[config.mk]
export PLATFORM = sky130hd
export DESIGN_NAME = spi_sub_shift_engine_flat
export DESIGN_NICKNAME = d
export VERILOG_FILES = /design/src/rtl/spi_sub_shift_engine_if.sv /design/src/rtl/spi_sub_shift_engine.sv /design/src/flat_wrapper.sv
export SDC_FILE = /design/constraint.sdc
export NUM_CORES = 1
export LEC_CHECK = 0
export ABC_CLOCK_PERIOD_IN_PS = 1850
export CAP_MARGIN = 5
export CORE_UTILIZATION = 53
export CTS_CLUSTER_DIAMETER = 200
export DETAILED_ROUTE_END_ITERATION = 7
export PLACE_DENSITY = 0.78
export SLEW_MARGIN = 0
export SYNTH_ARGS = -nofsm -noshare
export SYNTH_HDL_FRONTEND = slang
export SYNTH_SLANG_ARGS = --single-unit
[constraint.sdc]
create_clock -name pclk -period 1.85 [get_ports pclk]
set_input_delay 0.555 -clock pclk [delete_from_list [all_inputs] [get_ports pclk]]
set_output_delay 0.555 -clock pclk [all_outputs]
set_load 0.005 [all_outputs]
[src/rtl/spi_sub_shift_engine_if.sv]
// Register-block side of the SPI subordinate shift engine: TX holding buffer
// and RX output register handshakes plus their error pulses.
interface spi_sub_shift_engine_if #(
    parameter int DATA_WIDTH = 8
);
    logic [DATA_WIDTH-1:0] tx_data;
    logic                  tx_valid;
    logic                  tx_ready;
    logic [DATA_WIDTH-1:0] rx_data;
    logic                  rx_valid;
    logic                  rx_ready;
    logic                  rx_overrun;
    logic                  tx_underrun;

    modport master (
        output tx_data, tx_valid, rx_ready,
        input  tx_ready, rx_data, rx_valid, rx_overrun, tx_underrun
    );

    modport slave (
        input  tx_data, tx_valid, rx_ready,
        output tx_ready, rx_data, rx_valid, rx_overrun, tx_underrun
    );
endinterface

[src/rtl/spi_sub_shift_engine.sv]
// SPI subordinate shift engine running wholly in the pclk domain: pad
// synchronisers, CPOL/CPHA edge decode, TX holding buffer and RX output register.
module spi_sub_shift_engine #(
    parameter int DATA_WIDTH  = 8,
    parameter int SYNC_STAGES = 2
) (
    input  logic pclk,
    input  logic presetn,
    input  logic cfg_cpol,
    input  logic cfg_cpha,
    input  logic cfg_lsb_first,
    input  logic sclk_pad_i,
    input  logic csn_pad_i,
    input  logic simo_pad_i,
    output logic somi_pad_o,
    output logic somi_oe_o,
    output logic busy,
    spi_sub_shift_engine_if.slave bus
);
    localparam int CW = $clog2(DATA_WIDTH);
    localparam logic [CW-1:0] LAST_BIT = CW'(DATA_WIDTH - 1);

    typedef enum logic {IDLE, ACTIVE} state_t;
    state_t state, state_nx;

    logic [SYNC_STAGES-1:0] sclk_sync, csn_sync, simo_sync;
    logic sclk_d, csn_d;
    logic sclk_s, csn_s, simo_s;
    logic cs_fall, cs_rise, frame_start, frame_end;
    logic lead_edge, trail_edge, sample_ev, shift_ev, load_ev, tx_write;
    logic cpol_q, cpha_q, lsb_q;
    logic [CW-1:0] bit_cnt;
    logic [DATA_WIDTH-1:0] tx_shift, rx_shift, rx_next, buf_q, rx_data_q;
    logic buf_full, rx_valid_q, rx_overrun_q, tx_underrun_q;

    // CS idles high in the synchroniser so a reset release never fakes a frame start.
    always_ff @(posedge pclk or negedge presetn) begin
        if (!presetn) begin
            sclk_sync <= '0;
            csn_sync  <= '1;
            simo_sync <= '0;
            sclk_d    <= 1'b0;
            csn_d     <= 1'b1;
        end else begin
            sclk_sync <= {sclk_sync[SYNC_STAGES-2:0], sclk_pad_i};
            csn_sync  <= {csn_sync[SYNC_STAGES-2:0], csn_pad_i};
            simo_sync <= {simo_sync[SYNC_STAGES-2:0], simo_pad_i};
            sclk_d    <= sclk_sync[SYNC_STAGES-1];
            csn_d     <= csn_sync[SYNC_STAGES-1];
        end
    end

    always_ff @(posedge pclk or negedge presetn) begin
        if (!presetn) state <= IDLE;
        else          state <= state_nx;
    end

    always_comb begin
        state_nx = state;
        case (state)
            IDLE:    if (cs_fall) state_nx = ACTIVE;
            ACTIVE:  if (cs_rise) state_nx = IDLE;
            default: state_nx = IDLE;
        endcase
    end

    always_comb begin
        busy       = (state == ACTIVE);
        somi_oe_o  = (state == ACTIVE);
        somi_pad_o = (state == ACTIVE) & (lsb_q ? tx_shift[0] : tx_shift[DATA_WIDTH-1]);
    end

    // CS rise wins over a coincident sclk edge, so the abort never half-completes a word.
    always_comb begin
        sclk_s      = sclk_sync[SYNC_STAGES-1];
        csn_s       = csn_sync[SYNC_STAGES-1];
        simo_s      = simo_sync[SYNC_STAGES-1];
        cs_fall     = csn_d & ~csn_s;
        cs_rise     = ~csn_d & csn_s;
        frame_start = (state == IDLE) & cs_fall;
        frame_end   = (state == ACTIVE) & cs_rise;
        lead_edge   = cpol_q ? (sclk_d & ~sclk_s) : (~sclk_d & sclk_s);
        trail_edge  = cpol_q ? (~sclk_d & sclk_s) : (sclk_d & ~sclk_s);
        sample_ev   = (state == ACTIVE) & ~cs_rise & (cpha_q ? trail_edge : lead_edge);
        shift_ev    = (state == ACTIVE) & ~cs_rise & (cpha_q ? lead_edge : trail_edge);
        load_ev     = (frame_start & ~cfg_cpha) | (shift_ev & (bit_cnt == '0));
        tx_write    = bus.tx_valid & ~buf_full;
        rx_next     = lsb_q ? {simo_s, rx_shift[DATA_WIDTH-1:1]}
                            : {rx_shift[DATA_WIDTH-2:0], simo_s};
    end

    always_ff @(posedge pclk or negedge presetn) begin
        if (!presetn) begin
            cpol_q        <= 1'b0;
            cpha_q        <= 1'b0;
            lsb_q         <= 1'b0;
            bit_cnt       <= '0;
            tx_shift      <= '0;
            rx_shift      <= '0;
            buf_q         <= '0;
            buf_full      <= 1'b0;
            rx_data_q     <= '0;
            rx_valid_q    <= 1'b0;
            rx_overrun_q  <= 1'b0;
            tx_underrun_q <= 1'b0;
        end else begin
            rx_overrun_q  <= 1'b0;
            tx_underrun_q <= 1'b0;
            if (rx_valid_q && bus.rx_ready) rx_valid_q <= 1'b0;
            if (tx_write) begin
                buf_q    <= bus.tx_data;
                buf_full <= 1'b1;
            end
            if (frame_start) begin
                cpol_q   <= cfg_cpol;
                cpha_q   <= cfg_cpha;
                lsb_q    <= cfg_lsb_first;
                bit_cnt  <= '0;
                rx_shift <= '0;
            end
            if (frame_end) begin
                bit_cnt  <= '0;
                tx_shift <= '0;
                rx_shift <= '0;
            end else if (load_ev) begin
                // A write can only land while the buffer is empty, so it never collides with a full-buffer load.
                if (buf_full) begin
                    tx_shift <= buf_q;
                    buf_full <= 1'b0;
                end else begin
                    tx_shift      <= '0;
                    tx_underrun_q <= 1'b1;
                end
            end else if (shift_ev) begin
                tx_shift <= lsb_q ? (tx_shift >> 1) : (tx_shift << 1);
            end
            if (sample_ev) begin
                rx_shift <= rx_next;
                if (bit_cnt == LAST_BIT) begin
                    bit_cnt    <= '0;
                    rx_data_q  <= rx_next;
                    rx_valid_q <= 1'b1;
                    if (rx_valid_q && !bus.rx_ready) rx_overrun_q <= 1'b1;
                end else begin
                    bit_cnt <= bit_cnt + CW'(1);
                end
            end
        end
    end

    assign bus.tx_ready    = ~buf_full;
    assign bus.rx_data     = rx_data_q;
    assign bus.rx_valid    = rx_valid_q;
    assign bus.rx_overrun  = rx_overrun_q;
    assign bus.tx_underrun = tx_underrun_q;
endmodule

[src/flat_wrapper.sv]
// flat-port wrapper written by rule: the top's interface ports become plain ports
module spi_sub_shift_engine_flat 
#(
    parameter int DATA_WIDTH  = 8,
    parameter int SYNC_STAGES = 2
)
  (pclk, presetn, cfg_cpol, cfg_cpha, cfg_lsb_first, sclk_pad_i, csn_pad_i, simo_pad_i, somi_pad_o, somi_oe_o, busy, bus_tx_data, bus_tx_valid, bus_rx_ready, bus_tx_ready, bus_rx_data, bus_rx_valid, bus_rx_overrun, bus_tx_underrun);
  spi_sub_shift_engine_if #(.DATA_WIDTH(DATA_WIDTH)) bus_i ();
  input  logic pclk;
  input  logic presetn;
  input  logic cfg_cpol;
  input  logic cfg_cpha;
  input  logic cfg_lsb_first;
  input  logic sclk_pad_i;
  input  logic csn_pad_i;
  input  logic simo_pad_i;
  output logic somi_pad_o;
  output logic somi_oe_o;
  output logic busy;
  input wire logic [$bits(bus_i.tx_data)-1:0] bus_tx_data;
  input wire logic [$bits(bus_i.tx_valid)-1:0] bus_tx_valid;
  input wire logic [$bits(bus_i.rx_ready)-1:0] bus_rx_ready;
  output wire logic [$bits(bus_i.tx_ready)-1:0] bus_tx_ready;
  output wire logic [$bits(bus_i.rx_data)-1:0] bus_rx_data;
  output wire logic [$bits(bus_i.rx_valid)-1:0] bus_rx_valid;
  output wire logic [$bits(bus_i.rx_overrun)-1:0] bus_rx_overrun;
  output wire logic [$bits(bus_i.tx_underrun)-1:0] bus_tx_underrun;
  assign bus_i.tx_data = bus_tx_data;
  assign bus_i.tx_valid = bus_tx_valid;
  assign bus_i.rx_ready = bus_rx_ready;
  assign bus_tx_ready = bus_i.tx_ready;
  assign bus_rx_data = bus_i.rx_data;
  assign bus_rx_valid = bus_i.rx_valid;
  assign bus_rx_overrun = bus_i.rx_overrun;
  assign bus_tx_underrun = bus_i.tx_underrun;
  spi_sub_shift_engine #(.DATA_WIDTH(DATA_WIDTH), .SYNC_STAGES(SYNC_STAGES)) u_core (.pclk(pclk), .presetn(presetn), .cfg_cpol(cfg_cpol), .cfg_cpha(cfg_cpha), .cfg_lsb_first(cfg_lsb_first), .sclk_pad_i(sclk_pad_i), .csn_pad_i(csn_pad_i), .simo_pad_i(simo_pad_i), .somi_pad_o(somi_pad_o), .somi_oe_o(somi_oe_o), .busy(busy), .bus(bus_i));
endmodule
; ---- Word-level counts from Yosys, hierarchy flattened
; Index checks and enable logic that the tools add are counted.
[word_totals]
reg_bits = 51
wordCells = 83
[classes]
addsub = 1
eq_ne = 1
n_reduce_logical = 7
n_mux = 34
n_bitwise = 22
[ops]
columns = op, n
row1 = two-way mux 8 bit, 9
row2 = two-way mux 1 bit, 20
row3 = AND 1 bit, 13
row4 = two-way mux 3 bit, 4
row5 = NOT 1 bit, 8
row6 = nonzero test 3 bit, 2
row7 = adder 3 x 1 -> 3 bit (second input constant), 1
row8 = == test 3 bit (second input constant), 1
row9 = zero test 3 bit, 1
row10 = logical AND 1 bit, 2
row11 = case mux 1 bit (2 select lines), 1
row12 = AND reduction 2 bit, 1
row13 = zero test 1 bit, 1
row14 = bitwise OR 1 bit, 1

; ---- Longest topological paths before layout
; Gate-level depths: netlist of run 1.
[depth]
depth_word = 9
mapped_depth = 6
mapped_depth_nobuf = 6

; ---- Least setup slack after synthesis of run 1
; OpenSTA, ideal clock, no wires.
[synth_timing]
path_type = register to register
start = reg u_core.cpol_q
end = reg u_core.tx_shift[0]
t_arrival_ns = 1.480
period_less_slack_ns = 1.606
stages_incl_launch_ff = 5
path_buffers = 0
setup_time_ns = 0.126
setup_slack_ns = 0.244
t_required_ns = 1.724
cell_sequence = dfrtp_1 -> xnor2_2 -> mux2i_1 -> a211oi_4 -> a221o_1
[synth_via]
elab_chain_len = 7
[synth_rtl]
columns = element, line_no
row1 = from (decl), spi_sub_shift_engine.sv:31  ; logic cpol_q, cpha_q, lsb_q;
row2 = from (signal assigned), spi_sub_shift_engine.sv:115  ; cpol_q <= cfg_cpol;
row3 = two-way mux 1 bit (on tied branches), "spi_sub_shift_engine.sv:83, spi_sub_shift_engine.sv:82"
row4 = two-way mux 1 bit (*), spi_sub_shift_engine.sv:85  ; shift_ev = (state == ACTIVE) & ~cs_rise & (cpha_q ? lead_edge : trail_edge);
row5 = AND 1 bit (*), spi_sub_shift_engine.sv:85
row6 = AND 1 bit, spi_sub_shift_engine.sv:86  ; load_ev = (frame_start & ~cfg_cpha) | (shift_ev & (bit_cnt == '0));
row7 = bitwise OR 1 bit, spi_sub_shift_engine.sv:86
row8 = two-way mux 8 bit, spi_sub_shift_engine.sv:125  ; end else if (load_ev) begin
row9 = two-way mux 8 bit, spi_sub_shift_engine.sv:121  ; if (frame_end) begin
row10 = to (signal assigned), spi_sub_shift_engine.sv:128  ; tx_shift <= buf_q;
row11 = to (signal assigned), spi_sub_shift_engine.sv:135  ; tx_shift <= lsb_q ? (tx_shift >> 1) : (tx_shift << 1);
row12 = to (decl), spi_sub_shift_engine.sv:33  ; logic [DATA_WIDTH-1:0] tx_shift, rx_shift, rx_next, buf_q, rx_data_q;
; Every way passes the cells marked *; elsewhere a longest branch is shown, timed or not.
; A chain may end at the register's enable or synchronous reset.

; ---- Worst setup path in the final report of run 1
[layout_timing]
start = reg u_core.buf_full
end = out bus_tx_ready
[layout_via]
elab_chain_len = 1
[layout_rtl]
columns = element, line_no
row1 = from (decl), spi_sub_shift_engine.sv:34  ; logic buf_full, rx_valid_q, rx_overrun_q, tx_underrun_q;
row2 = from (signal assigned), spi_sub_shift_engine.sv:101  ; buf_full <= 1'b0;
row3 = from (signal assigned), spi_sub_shift_engine.sv:112  ; buf_full <= 1'b1;
row4 = from (signal assigned), spi_sub_shift_engine.sv:129  ; buf_full <= 1'b0;
row5 = NOT 1 bit, spi_sub_shift_engine.sv:151  ; assign bus.tx_ready = ~buf_full;
row6 = to (decl), flat_wrapper.sv:23  ; output wire logic [$bits(bus_i.tx_ready)-1:0] bus_tx_ready;
; No other way between the ends.

==> results.toml, run 1 <==
[outcome]
status = "complete, no violations"

[power_and_ir_drop]
peakVddDrop_mv = 0.727
power.leakage_nw = 1.26
p_per_area_nw_per_um2 = 1130

[floorplan]
row_count = 23
fp.coreArea_sq_um = 4000
die_w_microns = 66.8
dieArea_sq_um = 4460
die_h_microns = 66.8
start_util = 0.556
boundaryPins = 33

[yosys]
ys_top_cells_by_area = "dfrtp_1 54%, mux2_2 14%, a22o_1 4.3%"
syn_area_per_cell_sq_um = 13.9
synth_commonest_cells = "48 x dfrtp_1, 27 x mux2_2, 11 x a22o_1"
ys_seq_elements = 51
syn_area_sq_um = 2220
synth_top_area_share = 0.541
synth_top_area_cell = "dfrtp_1"
async_reset_ff_frac = 1.00
syn_nets = 181
synth_cells = 160
synth.distinct_cells = 32
seq_area_frac_synth = 0.576
synth_edf_count = 0
yosysWarningCount = 0
synthFlopType = "dfrtp_1"
yosysMostFrequentCell = "dfrtp_1"

[worst_setup_path]
reg2reg_from = "u_core.bit_cnt[0]$_DFFE_PN0P_"
r2r_end = "u_core.tx_shift[7]$_DFFE_PN0P_"
rrSetupSlack_ns = 0.05
worstSetupPathType = "reg -> out"
startpoint_type = "flop"
startpoint = "u_core.buf_full$_DFF_PN0_"
critPathMaxFanout = 2
setup.worst_path.end = "bus_tx_ready"
ff2ff_path_depth = 6
required_ns = 1.29
crit_arrival_ns = 1.24
critPathCaptureType = "output port"

[grt]
antenna_found_initial = 0
grt_max_degree = 32
grt_pass1_vias = 1473
grt_pass1_wl_microns = 6820
grt_use_total = 0.212
grt_overflow = 0

[cts]
tritoncts = "built"
clkLatencyLatePin_ns = 0.30
clockBufferDepth = 2
clk_pin_slew_ns = 0.09
cts.sinks = 51
numCtsBuffers = 5
h-tree-depth = 2
cts-hold-fix-buffers = 0
clock-root-buffer = "clkbuf_8"

[layout]
layout-drive-gt1-share = 0.294
multi_input_comb_area_sq_um = 902
layout.nets = 221
regArea_sq_um = 1280
num_antenna_cells = 0
fin_util = 0.691
fillers = 295
area_growth_pct = 24.4

[routing]
drt-total-wl_microns = 4040
wl_per_cell_microns = 16.1
routed_via_density = 5.58
num_vias = 1401
drc = 0
drtAntennaViolNets = 0
drtPass1Iterations = 4
drt_iter0_drc = 83

[sta]
slew_headroom = 0.680
fin_tns_setup_ns = 0
period_needed_ns = 1.80
finClkSkew_ns = 0.00706
finalSetupViolCount = 0
fmax_mhz = 556
drv_slew = 0
timing.final.crit_share = 0.973
tightest_slew_ns = 0.480
rsz0062_at_grt = "true"
hold_viol = 0

[placement]
place.gp.congestion = 0.823
hpwl_microns = 2890
port_buffers = 32

[flow_run]
cap_violations = 0

[min_path]
hp-class = "in -> async"
==> power by group <==
part	total [mW]	internal [mW]	switching, mW
sequential	1.51	1.34	0.166
clock	0.790	0.438	0.353
combinational	0.812	0.451	0.360
total	3.11	2.23	0.879
==> cell families (layout without fill, tap and decap cells) <==
kind of cell	after synthesis	count (layout)	synth area share
xor+xnor	1	1	0.00732
flops	51	51	0.576
compound gates	24	24	0.101
buf+inv	11	52	0.0259
fa+ha+maj	3	3	0.0169
mux	37	37	0.186
simple gates	33	33	0.0873
==> flip-flops by register name (all words and copies together) (netlist names) <==
name	count
u_core.cpha_q	1
u_core.csn_sync	2
u_core.buf_q	8
u_core.busy	1
u_core.bus.rx_data	8
u_core.sclk_sync	2
u_core.bus.tx_underrun	1
u_core.csn_d	1
u_core.buf_full	1
u_core.lsb_q	1
u_core.tx_shift	8
u_core.sclk_d	1
u_core.simo_sync	2
u_core.bit_cnt	3
u_core.rx_shift	8
u_core.bus.rx_overrun	1
u_core.cpol_q	1
u_core.bus.rx_valid	1
==> stage by stage <==
step / hold WS, ns / instance area (sq um) / worst slack [ns] / power [mW] / cells
2_1_floorplan: 0.259 / 2220 / 0.244 / 2.05 / 160
3_3_place_gp: 0.336 / 2620 / -0.0742 / 2.26 / 241
3_5_place_dp: 0.337 / 2620 / -0.117 / 2.31 / 241
4_1_cts: 0.207 / 2750 / 0.00422 / 3.12 / 251
5_1_grt: 0.225 / 2770 / -0.0138 / 3.29 / 251
6_report: 0.199 / 2770 / 0.0507 / 3.11 / 251
==> timing repair <==
| item | CTS | global route |
|---|---|---|
| endpoints found under the hold margin | 0 | 0 |
| resized for setup | 4 | 4 |
| gates cloned | 0 | 0 |
| endpoints found under the setup margin | 4 | 13 |
| buffers inserted | 2 | 0 |
==> layout by cell type, fill, tap and decap left out, types with 4 or more instances in the layout <==
cell type        Yosys  layout
inv_1                4       4
clkbuf_8             0       6
a221o_1              8       8
nand2b_1             5       5
mux2i_1              8       8
nand2_1              6       6
nor2_1               6       6
buf_4                1       6
clkdlybuf4s50_1      0      28
a22o_1              11      11
mux2_2              27      27
nor3_1               7       6
dfrtp_1             48      48
==> layout make-up <==
type | count | area share
Clock buffer | 6 | 0.0299
Clock inverter | 2 | 0.0127
Inverter | 4 | 0.00543
Multi-Input combinational cell | 98 | 0.326
Sequential cell | 51 | 0.463
Tap cell | 50 | 0.0226
Timing Repair Buffer | 40 | 0.140
==> how the worst min path moves through the flow <==
stage | to | from | cells past startpoint
2_1_floorplan | u_core.bit_cnt[0]$_DFFE_PN0P_ | presetn | 0
3_3_place_gp | u_core.simo_sync[1]$_DFF_PN0_ | u_core.simo_sync[0]$_DFF_PN0_ | 0
3_5_place_dp | u_core.sclk_sync[1]$_DFF_PN0_ | u_core.sclk_sync[0]$_DFF_PN0_ | 0
4_1_cts | u_core.bus.rx_data[4]$_DFFE_PN0P_ | presetn | 1
5_1_grt | u_core.bus.rx_data[4]$_DFFE_PN0P_ | presetn | 1
6_report | u_core.bus.rx_valid$_DFF_PN0_ | presetn | 1
==> critical path, cell delays in order (launching register included) <==
cell,delay [ns]
dfrtp_1,0.40
inv_1,0.06
clkdlybuf4s50_1,0.49
==> routing by layer <==
metal,up-vias,GRT usage,wire length (microns)
met4,0,0.0745,46
li1,658,-,-
met2,36,0.354,2050
met3,6,0.0651,186
met1,701,0.258,1750
met5,-,0,0
Power figures use the tool's default switching activity.
==> run 2, diff against run 1 <==
- ABC_CLOCK_PERIOD_IN_PS: 1850 -> 2080
- CORE_UTILIZATION: 53 -> 57
- GPL_ROUTABILITY_DRIVEN: default -> 1
- PLACE_DENSITY: 0.78 -> 0.83
- clock period: 1.85 -> 2.08 ns (I/O delays scaled with it)
==> run 2 against run 1 <==
Effect of this change:
- clock skew is essentially flat
- via count up 0.79%
- setup slack better by 0.030 ns
- flip-flop and latch count did not move
- global-route usage grew 0.44 points
- non-clock buffer count down 1
- utilization is 4.2 points higher
- count of clock-buffer cells in the layout grew 2
- critical endpoint is now somi_oe_o
- largest cell class unchanged
- highest routed layer unchanged
==> results.toml, run 2 (same netlist as run 1, synthesis figures left out) <==
[power_and_ir_drop]
p_per_area_nw_per_um2 = 975
p_clk_frac = 0.230
power_frac_comb = 0.258
power_frac_seq = 0.512
peakVddDrop_mv = 0.602
intPower_mw = 1.88
power.leakage_nw = 1.24
switching_share = 0.286
p_switching_uw = 756
total_power_mw = 2.64

[cts]
cts-hold-fix-buffers = 0
clockBufferDepth = 2
cts.sinks = 51
tritoncts = "built"
clk_pin_slew_ns = 0.09
clkLatencyLatePin_ns = 0.30
numCtsBuffers = 5
h-tree-depth = 2
clock-root-buffer = "clkbuf_8"

[worst_setup_path]
critPathMaxFanout = 9
worstSetupPathType = "reg -> out"
rrSetupSlack_ns = 0.23
ff2ff_path_depth = 4
startpoint_type = "flop"
crit_arrival_ns = 1.37
reg2reg_from = "u_core.cpol_q$_DFFE_PN0N_"
required_ns = 1.46
critPathCaptureType = "output port"
r2r_end = "u_core.bit_cnt[0]$_DFFE_PN0P_"

[outcome]
status = "complete, no violations"

[grt]
busiest_layer = "met2"
grt_max_degree = 24
grt_use_total = 0.216
gr-usage-met3 = 0.0458
grt_overflow = 0
grt_pass1_wl_microns = 6730
met2_usage = 0.354
antenna_found_initial = 0
met1_usage = 0.274
grt_pass1_vias = 1476

[layout]
fin_area_sq_um = 2710
layout-drive-gt1-share = 0.265
num_antenna_cells = 0
fin_util = 0.734
final_cell_mix = "48 x dfrtp_1, 30 x clkdlybuf4s50_1, 27 x mux2_2"
final_common_cell = "dfrtp_1"
area_growth_pct = 21.8
layout.nets = 220

[sta]
hold-worst-slack_ns = 0.198
period_needed_ns = 2.00
hold_viol = 0
fin_tns_setup_ns = 0
tightest_slew_ns = 0.760
finalSetupViolCount = 0
slew_headroom = 0.490
drv_slew = 0
fmax_mhz = 500
rsz0062_at_grt = "false"
finClkSkew_ns = 0.00708
timing.final.crit_share = 0.961

[floorplan]
die_h_microns = 64.4
boundaryPins = 33
start_util = 0.602
fp.coreArea_sq_um = 3690
row_count = 22
dieArea_sq_um = 4150
die_w_microns = 64.4

[placement]
placed_cell_area_sq_um = 2600
hpwl_microns = 2900
port_buffers = 32
place.gp.congestion = 0.849

[routing]
drtPass1Iterations = 4
wl_per_cell_microns = 15.7
num_vias = 1412
drt-total-wl_microns = 3900
drt_iter0_drc = 75
drtAntennaViolNets = 0
drc = 0
routed_via_density = 5.69

[min_path]
hp-class = "in -> async"

[flow_run]
cap_violations = 0
run 2: changes by cell type in the layout (fill, tap and decap cells not counted), sizes merged:
| cell | change |
|---|---|
| bufinv | -1 |
| clkdlybuf4s50 | +2 |
| buf | -1 |
| clkbuf | +2 |
| clkinv | -1 |
| dlygate4sd2 | -2 |
run 2: per-stage QoR:
| step | worst slack (ns) | std cells |
|---|---|---|
| floorplan | 0.473 | 160 |
| global placement | 0.0955 | 239 |
| detailed placement | 0.0310 | 239 |
| CTS | 0.0736 | 248 |
| global route | 0.0329 | 248 |
| finish | 0.0811 | 248 |
run 2: worst max-delay path by stage:
stage / end / start / slack, ns / cells past startpoint
after floorplan: somi_pad_o / u_core.lsb_q$_DFFE_PN0N_ / 0.47 / 4
after global placement: u_core.tx_shift[7]$_DFFE_PN0P_ / cfg_cpha / 0.1 / 5
after detailed placement: u_core.tx_shift[7]$_DFFE_PN0P_ / cfg_cpha / 0.03 / 5
after CTS: somi_oe_o / u_core.busy$_DFF_PN0_ / 0.07 / 2
after global routing: somi_oe_o / u_core.busy$_DFF_PN0_ / 0.03 / 2
final: somi_oe_o / u_core.busy$_DFF_PN0_ / 0.08 / 2
run 2: worst max-delay path: stages, from the launching register on:
cell and delay, ns:
dfrtp_1 0.36, buf_4 0.18, clkdlybuf4s50_1 0.53
run 2: layout make-up:
cell class / count / area [sq um]
Clock buffer: 8 / 100
Fill cell: 249 / 982
Inverter: 4 / 15.0
Multi-Input combinational cell: 98 / 885
Sequential cell: 51 / 1280
Tap cell: 48 / 60.1
Timing Repair Buffer: 39 / 367
run 2: repair_timing:
item,4_1_cts,5_1_grt
setup endpoints to repair,1,0
resized for setup,1,0
setup buffers,1,0
run 2: power by group through the flow:
stage                     clock network (mW)  registers, mW  logic [mW]
after floorplan                            0           1.32       0.510
after global placement                     0           1.36       0.646
after detailed placement                   0           1.37       0.685
after CTS                              0.623           1.35       0.688
final                                  0.606           1.35       0.681
after global routing                   0.678           1.38       0.747
run 2: per-layer routing:
| layer | part of all wire | vias to the layer above |
|---|---|---|
| li1 | - | 660 |
| met5 | 0 | - |
| met2 | 0.51 | 39 |
| met1 | 0.43 | 703 |
| met3 | 0.041 | 10 |
| met4 | 0.023 | 0 |
